===== config.mk =====
export PLATFORM = sky130hd
export DESIGN_NAME = uart_tx_feeder
export DESIGN_NICKNAME = d
export VERILOG_FILES = /design/src/rtl/uart_tx_feeder_pkg.sv /design/src/rtl/uart_tx_feeder_sync_fifo.sv /design/src/rtl/uart_tx_feeder.sv
export SDC_FILE = /design/constraint.sdc
export NUM_CORES = 1
export LEC_CHECK = 0
export CORE_MARGIN = 10
export CORE_UTILIZATION = 64
export DETAILED_ROUTE_END_ITERATION = 16
export GPL_TIMING_DRIVEN = 0
export PLACE_DENSITY = 0.84
export SETUP_SLACK_MARGIN = 0.02
export SYNTH_ARGS = -nofsm -noshare
export SYNTH_HDL_FRONTEND = slang
export SYNTH_SLANG_ARGS = --single-unit
export TNS_END_PERCENT = 20

===== constraint.sdc =====
create_clock -name clk -period 5.23 [get_ports clk]
set_input_delay 0.7845 -clock clk [delete_from_list [all_inputs] [get_ports clk]]
set_output_delay 0.7845 -clock clk [all_outputs]
set_load 0.03 [all_outputs]

===== src/rtl/uart_tx_feeder_pkg.sv =====
// uart_tx_feeder_pkg: definitions shared by the uart_tx feeder and its FIFO.
//   - feeder FSM state encoding (3-bit)
//   - default byte width
//   - clog2() for sizing pointers and counters from parameters
package uart_tx_feeder_pkg;

  localparam int DEF_DATA_WIDTH = 8;

  typedef enum logic [2:0] {
    ST_IDLE      = 3'd0,
    ST_START     = 3'd1,
    ST_WAIT_ACK  = 3'd2,
    ST_WAIT_BUSY = 3'd3,
    ST_WAIT_IDLE = 3'd4
  } feeder_state_e;

  // Bits needed to count 0..value-1 (returns 0 for value <= 1).
  function automatic int clog2(input int value);
    int r;
    int v;
    r = 0;
    v = value - 1;
    while (v > 0) begin
      r = r + 1;
      v = v >> 1;
    end
    return r;
  endfunction

endpackage


===== src/rtl/uart_tx_feeder_sync_fifo.sv =====
// sync_fifo: single-clock FIFO holding bytes for the uart_tx feeder.
// Ports:
//   clk, rst        clock, synchronous active-high reset
//   i_push/i_data   enqueue request and byte (dropped when full or flushing)
//   i_pop           dequeue request (ignored when empty or flushing)
//   i_flush         clear contents; beats push and pop in the same cycle
//   o_head          byte at the read pointer, straight from storage registers
//   o_full/o_empty  level decode
//   o_level         entries held, 0..DEPTH
module sync_fifo
  import uart_tx_feeder_pkg::*;
#(
  parameter  int DATA_WIDTH = DEF_DATA_WIDTH,
  parameter  int DEPTH      = 16,
  localparam int ADDR_W     = clog2(DEPTH)
) (
  input  logic                  clk,
  input  logic                  rst,
  input  logic                  i_push,
  input  logic [DATA_WIDTH-1:0] i_data,
  input  logic                  i_pop,
  input  logic                  i_flush,
  output logic [DATA_WIDTH-1:0] o_head,
  output logic                  o_full,
  output logic                  o_empty,
  output logic [ADDR_W:0]       o_level
);

  localparam logic [ADDR_W:0] FULL_LVL = (ADDR_W+1)'(DEPTH);

  logic [DATA_WIDTH-1:0] r_mem [DEPTH];
  logic [ADDR_W-1:0]     r_wr_ptr;
  logic [ADDR_W-1:0]     r_rd_ptr;
  logic [ADDR_W:0]       r_level;
  logic                  w_push_ok;
  logic                  w_pop_ok;

  assign o_full    = (r_level == FULL_LVL);
  assign o_empty   = (r_level == '0);
  assign o_level   = r_level;
  assign o_head    = r_mem[r_rd_ptr];

  // Full/empty come from the level before this cycle's traffic, so a push
  // into a full FIFO is dropped even if a pop frees a slot in the same cycle.
  assign w_push_ok = i_push && !o_full  && !i_flush;
  assign w_pop_ok  = i_pop  && !o_empty && !i_flush;

  // Storage needs no reset: nothing is read before it has been written.
  always_ff @(posedge clk) begin
    if (w_push_ok) r_mem[r_wr_ptr] <= i_data;
  end

  // DEPTH is a power of two, so pointers wrap by plain overflow.
  always_ff @(posedge clk) begin
    if (rst || i_flush) begin
      r_wr_ptr <= '0;
      r_rd_ptr <= '0;
      r_level  <= '0;
    end else begin
      if (w_push_ok) r_wr_ptr <= r_wr_ptr + ADDR_W'(1);
      if (w_pop_ok)  r_rd_ptr <= r_rd_ptr + ADDR_W'(1);
      if (w_push_ok && !w_pop_ok)      r_level <= r_level + (ADDR_W+1)'(1);
      else if (w_pop_ok && !w_push_ok) r_level <= r_level - (ADDR_W+1)'(1);
    end
  end

endmodule


===== src/rtl/uart_tx_feeder.sv =====
// uart_tx_feeder: buffers host bytes and hands them one at a time to uart_tx
// over the tx_data/tx_start -> data_ack/tx_busy handshake.
// Ports:
//   clk, rst                 clock, synchronous active-high reset
//   wr_en, wr_data           host push into the FIFO
//   enable                   allows new transfers (never aborts one in flight)
//   flush                    one-cycle FIFO clear
//   err_clr                  clears overflow and ack_timeout
//   fifo_full/empty/level    FIFO status
//   tx_data, tx_start        byte and one-cycle start pulse to uart_tx
//   tx_busy, data_ack        status from uart_tx
//   overflow                 sticky: push attempted while full
//   ack_timeout              sticky: no data_ack within ACK_TIMEOUT cycles
//   idle                     FSM idle and FIFO empty
module uart_tx_feeder
  import uart_tx_feeder_pkg::*;
#(
  parameter  int DATA_WIDTH  = DEF_DATA_WIDTH,
  parameter  int DEPTH       = 16,
  parameter  int ACK_TIMEOUT = 64,
  localparam int ADDR_W      = clog2(DEPTH)
) (
  input  logic                  clk,
  input  logic                  rst,
  input  logic                  wr_en,
  input  logic [DATA_WIDTH-1:0] wr_data,
  input  logic                  enable,
  input  logic                  flush,
  input  logic                  err_clr,
  output logic                  fifo_full,
  output logic                  fifo_empty,
  output logic [ADDR_W:0]       fifo_level,
  output logic [DATA_WIDTH-1:0] tx_data,
  output logic                  tx_start,
  input  logic                  tx_busy,
  input  logic                  data_ack,
  output logic                  overflow,
  output logic                  ack_timeout,
  output logic                  idle
);

  localparam int            CNT_W    = clog2(ACK_TIMEOUT + 1);
  localparam logic [CNT_W-1:0] CNT_LAST = CNT_W'(ACK_TIMEOUT - 1);

  feeder_state_e         r_state, w_state_nxt;
  logic [CNT_W-1:0]      r_cnt, w_cnt_nxt;
  logic [DATA_WIDTH-1:0] r_tx_data, w_tx_data_nxt;
  logic                  r_tx_start, w_tx_start_nxt;
  logic                  r_overflow, r_ack_timeout;
  logic                  w_pop;
  logic                  w_timeout;
  logic                  w_ovf_set;
  logic [DATA_WIDTH-1:0] w_head;

  sync_fifo #(
    .DATA_WIDTH (DATA_WIDTH),
    .DEPTH      (DEPTH)
  ) u_fifo (
    .clk     (clk),
    .rst     (rst),
    .i_push  (wr_en),
    .i_data  (wr_data),
    .i_pop   (w_pop),
    .i_flush (flush),
    .o_head  (w_head),
    .o_full  (fifo_full),
    .o_empty (fifo_empty),
    .o_level (fifo_level)
  );

  always_ff @(posedge clk) begin
    if (rst) begin
      r_state    <= ST_IDLE;
      r_cnt      <= '0;
      r_tx_data  <= '0;
      r_tx_start <= 1'b0;
    end else begin
      r_state    <= w_state_nxt;
      r_cnt      <= w_cnt_nxt;
      r_tx_data  <= w_tx_data_nxt;
      r_tx_start <= w_tx_start_nxt;
    end
  end

  always_comb begin
    w_state_nxt    = r_state;
    w_cnt_nxt      = r_cnt;
    w_tx_data_nxt  = r_tx_data;
    w_tx_start_nxt = 1'b0;
    w_pop          = 1'b0;
    w_timeout      = 1'b0;
    case (r_state)
      ST_IDLE: begin
        if (enable && !fifo_empty && !tx_busy && !flush) begin
          w_tx_data_nxt  = w_head;
          w_tx_start_nxt = 1'b1;
          w_state_nxt    = ST_START;
        end
      end
      // START accepts an early ack exactly like WAIT_ACK. The counter holds
      // the number of WAIT_ACK cycles elapsed, so the abort lands on the
      // ACK_TIMEOUT-th cycle counted from the start pulse.
      ST_START, ST_WAIT_ACK: begin
        w_cnt_nxt = (r_state == ST_START) ? '0 : r_cnt + CNT_W'(1);
        if (flush) begin
          w_state_nxt = ST_IDLE;
        end else if (data_ack) begin
          w_pop       = 1'b1;
          w_state_nxt = tx_busy ? ST_WAIT_IDLE : ST_WAIT_BUSY;
        end else if (r_state == ST_WAIT_ACK && w_cnt_nxt == CNT_LAST) begin
          // Head stays queued so the byte is retried from IDLE.
          w_timeout   = 1'b1;
          w_state_nxt = ST_IDLE;
        end else if (r_state == ST_START) begin
          w_state_nxt = ST_WAIT_ACK;
        end
      end
      // Byte is committed once acked; flush no longer matters here.
      ST_WAIT_BUSY: if (tx_busy)  w_state_nxt = ST_WAIT_IDLE;
      ST_WAIT_IDLE: if (!tx_busy) w_state_nxt = ST_IDLE;
      default:      w_state_nxt = ST_IDLE;
    endcase
  end

  // A flush drops a same-cycle write silently, so it never counts as overflow.
  assign w_ovf_set = wr_en && fifo_full && !flush;

  // A new error in the clearing cycle wins over err_clr.
  always_ff @(posedge clk) begin
    if (rst) begin
      r_overflow    <= 1'b0;
      r_ack_timeout <= 1'b0;
    end else begin
      r_overflow    <= w_ovf_set || (r_overflow    && !err_clr);
      r_ack_timeout <= w_timeout || (r_ack_timeout && !err_clr);
    end
  end

  assign tx_data     = r_tx_data;
  assign tx_start    = r_tx_start;
  assign overflow    = r_overflow;
  assign ack_timeout = r_ack_timeout;
  assign idle        = (r_state == ST_IDLE) && fifo_empty;

endmodule

==> run metrics, run 1 <==
Sink Count=between 150 and 200; Placed Instances=around 600; hold_sp=tx_data[0]$_SDFFE_PP0P_; commonest non-fill, non-tap cell in the layout=edfxtp_1; YS warnings=0; Final ANT Viol Nets=0; skew final=0.01368 ns; CTS Buf Count=17; Slew @ Worst Pin=0.9149 ns; Hold Crit Class=reg2reg; nets=513; Die Width=124.1 µm; effective utilization at floorplan=0.6632; Clk Latency, worst-skew pair=0.53 ns; endpoints failing hold=0; r2r endpoint=u_fifo.o_level[4]$_SDFFE_PP0P_; count of flip-flops with a built-in enable after synthesis=128; FF-to-FF Start=u_fifo.o_level[0]$_SDFFE_PP0P_; H-tree Lvls=4; Slew Limit Headroom=0.3867; sequential share of the synthesized area=0.6520; hold depth=1; Post-CTS Resized=0; setup TNS=0 ns; MaxCap Viol Count=0; vias in the first global route=4024; min Tclk post-route=3.276 ns; setup bufs post-CTS=0; Via Count=4083; IO Port Bufs=33; commonest cells after routing, fill and taps aside=edfxtp_1 (128), nor2_1 (40), dfxtp_1 (34); WP data arrival=3.73 ns; crit path max-delay cell type=clkdlybuf4s50_1; Leakage=2.639 nW; Hold WS=~0.46 ns; CP dominant cell by count=a21oi_1; routability cong.=about 0.85; average size of a mapped cell=16.06 µm²; row count=37; Cell Area, Synth=around 7000 µm²; detailed-route wire length=between 10000 and 15000 µm; CTS tree=done; Clock Path Buffers=2; Die ar.=between 15000 and 20000 µm²; WP data required=around 5.7 ns; syn_nets=459; CP Cell Sequence=clkdlybuf4s50_1, nand2b_1, a21oi_2, ha_1, inv_1, fa_1, a21o_1, a21oi_1, xnor2_1, or3_1, a21oi_1; final setup vio count=0; I/O pin count=35; Distinct cells, synth=55; PwrDens=333.9 nW/µm²; Max stage delay on crit path=~0.54 ns; cts-stage hold buffer count=0; Synth Register Bits=162; Max Clock Freq=slightly above 300 MHz; DRC=0; initial antenna violation count=0; ys async rst share=0; Top FF cell, synth=edfxtp_1; DR iter-0 viols=485; first drt pass iteration count=7; GRT Util Overall=0.1966; worst hold endpoint=tx_data[0]$_SDFFE_PP0P_; first-pass GRT wire length=22340 µm; Overall Power=2.676 mW; status=finished clean; Max VDD drop=0.2789 mV; fin crit share=0.6264; Max FO, Critical Path=9; Die Y=between 100 and 150 µm; RSZ-0062 raised after global routing=no; Area Growth Syn to Fin=15.49%; Layout Cells excl Fill=between 600 and 700; post-synthesis cell count=432; CTS clk-pin slew, worst paths=0.06 ns; largest net degree at the start of global routing=17; DR vias/cell=6.440; Detailed Place HPWL=9245 µm; worst r2r path cells=10; Worst setup EP type=register; GRT overflow=0; R2R Setup Slk=2.00 ns; crit start category=input port; CTS root buf=clkbuf_8; Antenna Cells=0; critical path class=in2reg; core area=10460 µm²; fin. max-slew vios=0; layout cells sized above 1=0.1205; wire length per cell=22.44 µm
## metal layers
layer | share of wire | GRT usage | vias up | wire [µm]
li1 | - | - | 1813 | -
met1 | 0.41 | 0.2519 | 2063 | 5820
met2 | 0.51 | 0.3231 | 187 | 7231
met3 | 0.070 | 0.04977 | 20 | 993
met4 | 0.013 | 0.06403 | 0 | 179
met5 | 0 | 0 | - | 0
## where the power goes
group	switching (mW)	internal [mW]
logic	0.0634	0.0420
clock network	0.497	0.674
registers	0.00434	1.40
total	0.565	2.11
## flip-flops by register name (all words and copies together) (netlist names)
| signal | count |
|---|---|
| u_fifo.r_rd_ptr | 4 |
| tx_start | 1 |
| u_fifo.r_wr_ptr | 4 |
| u_fifo.o_level | 5 |
| r_state | 3 |
| u_fifo.r_mem | 128 |
| r_cnt | 7 |
| overflow | 1 |
| tx_data | 8 |
| ack_timeout | 1 |
## worst max-delay path, delay by kind of cell
| family | cells | cell delay, ns |
|---|---|---|
| AOI/OAI and AO/OA | 4 | 0.94 |
| adders and majority gates | 2 | 0.69 |
| buffers and inverters | 2 | 0.65 |
| and+or+nand+nor | 2 | 0.54 |
| xor gates and xnor gates | 1 | 0.12 |
## final cells by class
cell class / count / area, µm²
flip-flops and latches: 162 / 4524
fillers: 585 / 2449
multi-input cells: 227 / 2223
clock buffers: 17 / 414.1
repair buffers: 35 / 340.3
well taps: 136 / 170.2
clock inverters: 14 / 140.1
plain buffers: 26 / 137.6
inverters: 17 / 63.81
## per-stage QoR
| step | setup slack, ns | util | instance area [µm²] |
|---|---|---|---|
| after floorplan | 2.269 | - | 6939 |
| after global placement | 1.557 | 0.7111 | 7440 |
| after detailed placement | 1.420 | 0.7111 | 7440 |
| after CTS | 1.922 | 0.7641 | 7994 |
| after global routing | 1.808 | 0.7660 | 8014 |
| final | 1.954 | 0.7660 | 8014 |
## kinds of logic (layout without fill, tap and decap cells)
| family | after synthesis | after routing | share of synthesized area |
|---|---|---|---|
| and+or+nand+nor | 102 | 102 | 0.07104 |
| xor gates and xnor gates | 10 | 10 | 0.01262 |
| DFF | 162 | 162 | 0.6520 |
| adders and majority gates | 11 | 11 | 0.02092 |
| buffers and inverters | 43 | 109 | 0.02903 |
| AOI/OAI and AO/OA | 59 | 59 | 0.06112 |
| muxes | 45 | 45 | 0.1533 |
## worst max path at each step
| stage | endpoint | startpoint |
|---|---|---|
| floorplan | u_fifo.o_level[4]$_SDFFE_PP0P_ | u_fifo.o_level[0]$_SDFFE_PP0P_ |
| global placement | u_fifo.r_mem[3][1]$_DFFE_PP_ | flush |
| detailed placement | u_fifo.r_mem[3][1]$_DFFE_PP_ | flush |
| CTS | u_fifo.r_mem[3][2]$_DFFE_PP_ | flush |
| global route | u_fifo.o_level[4]$_SDFFE_PP0P_ | flush |
| finish | u_fifo.o_level[4]$_SDFFE_PP0P_ | flush |
## synthesized netlist by cell type (3+ instances only)
cell type,number,area share
xnor2_1,5,0.0063
nor3_1,5,0.0036
edfxtp_1,128,0.55
xor2_1,5,0.0063
mux2i_1,5,0.0072
buf_6,3,0.0049
and2_1,3,0.0027
buf_2,5,0.0036
mux4_1,30,0.11
dfxtp_1,34,0.098
clkbuf_1,14,0.0076
inv_1,9,0.0049
clkinv_1,8,0.0043
o31ai_1,3,0.0032
mux4_2,10,0.032
a21oi_1,20,0.014
nor4_1,4,0.0036
nand2_1,21,0.011
o21ai_0,7,0.0050
ha_1,10,0.018
o2bb2ai_1,8,0.010
nand2b_1,10,0.0090
nor2_1,40,0.022
nand3_1,3,0.0022
buf_1,3,0.0016
(Power assumes the default switching activity.)
==> inputs of run 2 (changes only) <==
--- a/config.mk
+++ b/config.mk
@@ -6,10 +6,10 @@
 export NUM_CORES = 1
 export LEC_CHECK = 0
 export CORE_MARGIN = 10
-export CORE_UTILIZATION = 64
+export CORE_UTILIZATION = 54
 export DETAILED_ROUTE_END_ITERATION = 16
 export GPL_TIMING_DRIVEN = 0
-export PLACE_DENSITY = 0.84
+export PLACE_DENSITY = 0.76
 export SETUP_SLACK_MARGIN = 0.02
 export SYNTH_ARGS = -nofsm -noshare
 export SYNTH_HDL_FRONTEND = slang
==> constraint.sdc (replaced) <==
create_clock -name clk -period 2.9 [get_ports clk]
set_input_delay 0.435 -clock clk [delete_from_list [all_inputs] [get_ports clk]]
set_output_delay 0.435 -clock clk [all_outputs]
set_load 0.03 [all_outputs]
==> run 2 against run 1 <==
Final area rose by 2.4%. Final cell count grew 6.5%. Utilization fell by 12 points. Routed wire length is 1.2% lower. First-iteration DRC count is 0.82% higher. Clock skew decreased by 0.0066 ns. Clock-buffer cell count did not move. Sequential power is 80% higher. Global-route usage decreased by 3.4 points. Worst hold slack lost 0.0012 ns. Critical endpoint is now idle.
==> run metrics, run 2 (synthesized netlist as in run 1, its figures left out) <==
FF-to-FF Start=u_fifo.o_level[1]$_SDFFE_PP0P_; hold_sp=tx_data[1]$_SDFFE_PP0P_; wire length per cell=20.83 µm; GRT overflow=0; Clock Path Buffers=2; Sequential Power Share=0.492; crit path max-delay cell type=clkdlybuf4s50_1; Final WS setup=between 0.1 and 0.15 ns; R2R Setup Slk=0.17 ns; WP data arrival=2.36 ns; DR vias/cell=5.978; first drt pass iteration count=7; row count=41; r2r endpoint=u_fifo.o_level[4]$_SDFFE_PP0P_; Top reg by flops=u_fifo.r_mem; Die ar.=roughly 18000 µm²; IO Port Bufs=33; Leakage=2.697 nW; Slew @ Worst Pin=roughly 0.91 ns; setup TNS=0 ns; detailed-route wire length=between 10000 and 15000 µm; design internal power=between 4 and 5 mW; CTS tree=done; CTS root buf=clkbuf_16; Die Width=about 130 µm; RSZ-0062 raised after global routing=no; first-pass GRT wire length=21910 µm; Max stage delay on crit path=0.73 ns; clock share of power=0.469; commonest cells after routing, fill and taps aside=edfxtp_1 (128), nor2_1 (40), clkdlybuf4s50_1 (33); final core occ=0.6504; core area=12620 µm²; Placed Area=7498 µm²; fin. max-slew vios=0; routability cong.=around 0.9; Sink Count=162; fin crit share=0.9642; GRT Util Overall=0.1623; WP data required=2.47 ns; Clk Latency, worst-skew pair=0.42 ns; vias in the first global route=3907; Hold Crit Class=reg2reg; initial antenna violation count=0; crit start category=register; Largest register FFs=128; CP Cell Sequence=or4_4, nor4_1, clkdlybuf4s50_1; worst r2r path cells=10; endpoints failing hold=0; nets=517; Final Instance Area=around 8200 µm²; Via Count=4035; critical path class=reg2out; switching share of power=0.1976; layout cells sized above 1=0.1412; commonest non-fill, non-tap cell in the layout=edfxtp_1; worst slack, placed=-0.3862 ns; PwrDens=625.0 nW/µm²; effective utilization at floorplan=0.5499; Antenna Cells=0; Area Growth Syn to Fin=18.28%; status=finished clean; final setup vio count=0; Worst setup EP type=output pin; min Tclk post-route=around 2.8 ns; worst hold endpoint=tx_data[1]$_SDFFE_PP0P_; H-tree Lvls=4; I/O pin count=35; skew final=0.007091 ns; part of the power in combinational logic=0.038; Slew Limit Headroom=0.3924; CTS Buf Count=17; CTS clk-pin slew, worst paths=0.06 ns; Hold WS=0.4633 ns; Max Clock Freq=357.6 MHz; Max FO, Critical Path=6; Net Switching=between 1 and 1.5 mW; DR iter-0 viols=489; hold depth=1; largest net degree at the start of global routing=17; Final ANT Viol Nets=0; DRC=0; Die Y=133.4 µm; Max VDD drop=0.5308 mV; MaxCap Viol Count=0; Detailed Place HPWL=8799 µm
## run 2: metal layers
| layer | GRT usage | vias up | part of all wire |
|---|---|---|---|
| met4 | 0.05985 | 0 | 0.017 |
| met2 | 0.2552 | 195 | 0.47 |
| met5 | 0 | - | 0 |
| met1 | 0.2119 | 2004 | 0.44 |
| met3 | 0.04361 | 22 | 0.066 |
| li1 | - | 1814 | - |
## run 2: layout make-up
cell class,instances,area [µm²]
multi-input cells,227,2251
clock inverters,15,212.7
flip-flops and latches,162,4527
fillers,880,4412
repair buffers,39,375.4
plain buffers,26,137.6
clock buffers,17,425.4
well taps,172,215.2
inverters,17,63.81
## run 2: worst max path at each step
stage	from	end	slack, ns	depth (start not counted)
final	u_fifo.o_level[1]$_SDFFE_PP0P_	idle	0.10	3
after global placement	flush	u_fifo.o_level[4]$_SDFFE_PP0P_	-0.34	11
after detailed placement	flush	u_fifo.r_mem[3][7]$_DFFE_PP_	-0.39	5
after global routing	u_fifo.o_level[1]$_SDFFE_PP0P_	idle	0.03	3
after floorplan	u_fifo.o_level[2]$_SDFFE_PP0P_	u_fifo.o_level[4]$_SDFFE_PP0P_	0.07	10
after CTS	flush	u_fifo.r_mem[0][2]$_DFFE_PP_	0.03	5
## run 2: worst max-delay path: cells and delay by family (launching register included)
family | cells | cell delay [ns]
flip-flops | 1 | 0.35
AND/OR/NAND/NOR | 2 | 0.86
buffers and inverters | 1 | 0.73
## run 2: power groups by stage
| stage | Combinational [mW] | Sequential (mW) | Clock (mW) |
|---|---|---|---|
| after floorplan | 0.0908 | 2.58 | 0 |
| after global placement | 0.181 | 2.57 | 0 |
| after detailed placement | 0.189 | 2.57 | 0 |
| after CTS | 0.191 | 2.52 | 2.43 |
| after global routing | 0.213 | 2.53 | 2.53 |
| final | 0.197 | 2.52 | 2.41 |
## run 2: metrics by stage
step / power (mW) / std cells
finish: 5.130 / 675
global route: 5.272 / 675
CTS: 5.149 / 670
detailed placement: 2.763 / 637
global placement: 2.754 / 637
floorplan: 2.673 / 432
## run 2: repair_timing
action / in CTS / in global routing
endpoints found under the hold margin: 0 / 0
endpoints found under the setup margin: 1 / 1
resized for setup: 2 / 3
setup buffers: 1 / 3
gates cloned: 0 / 0
pin swaps: 1 / 3
hold buffers: 0 / 0
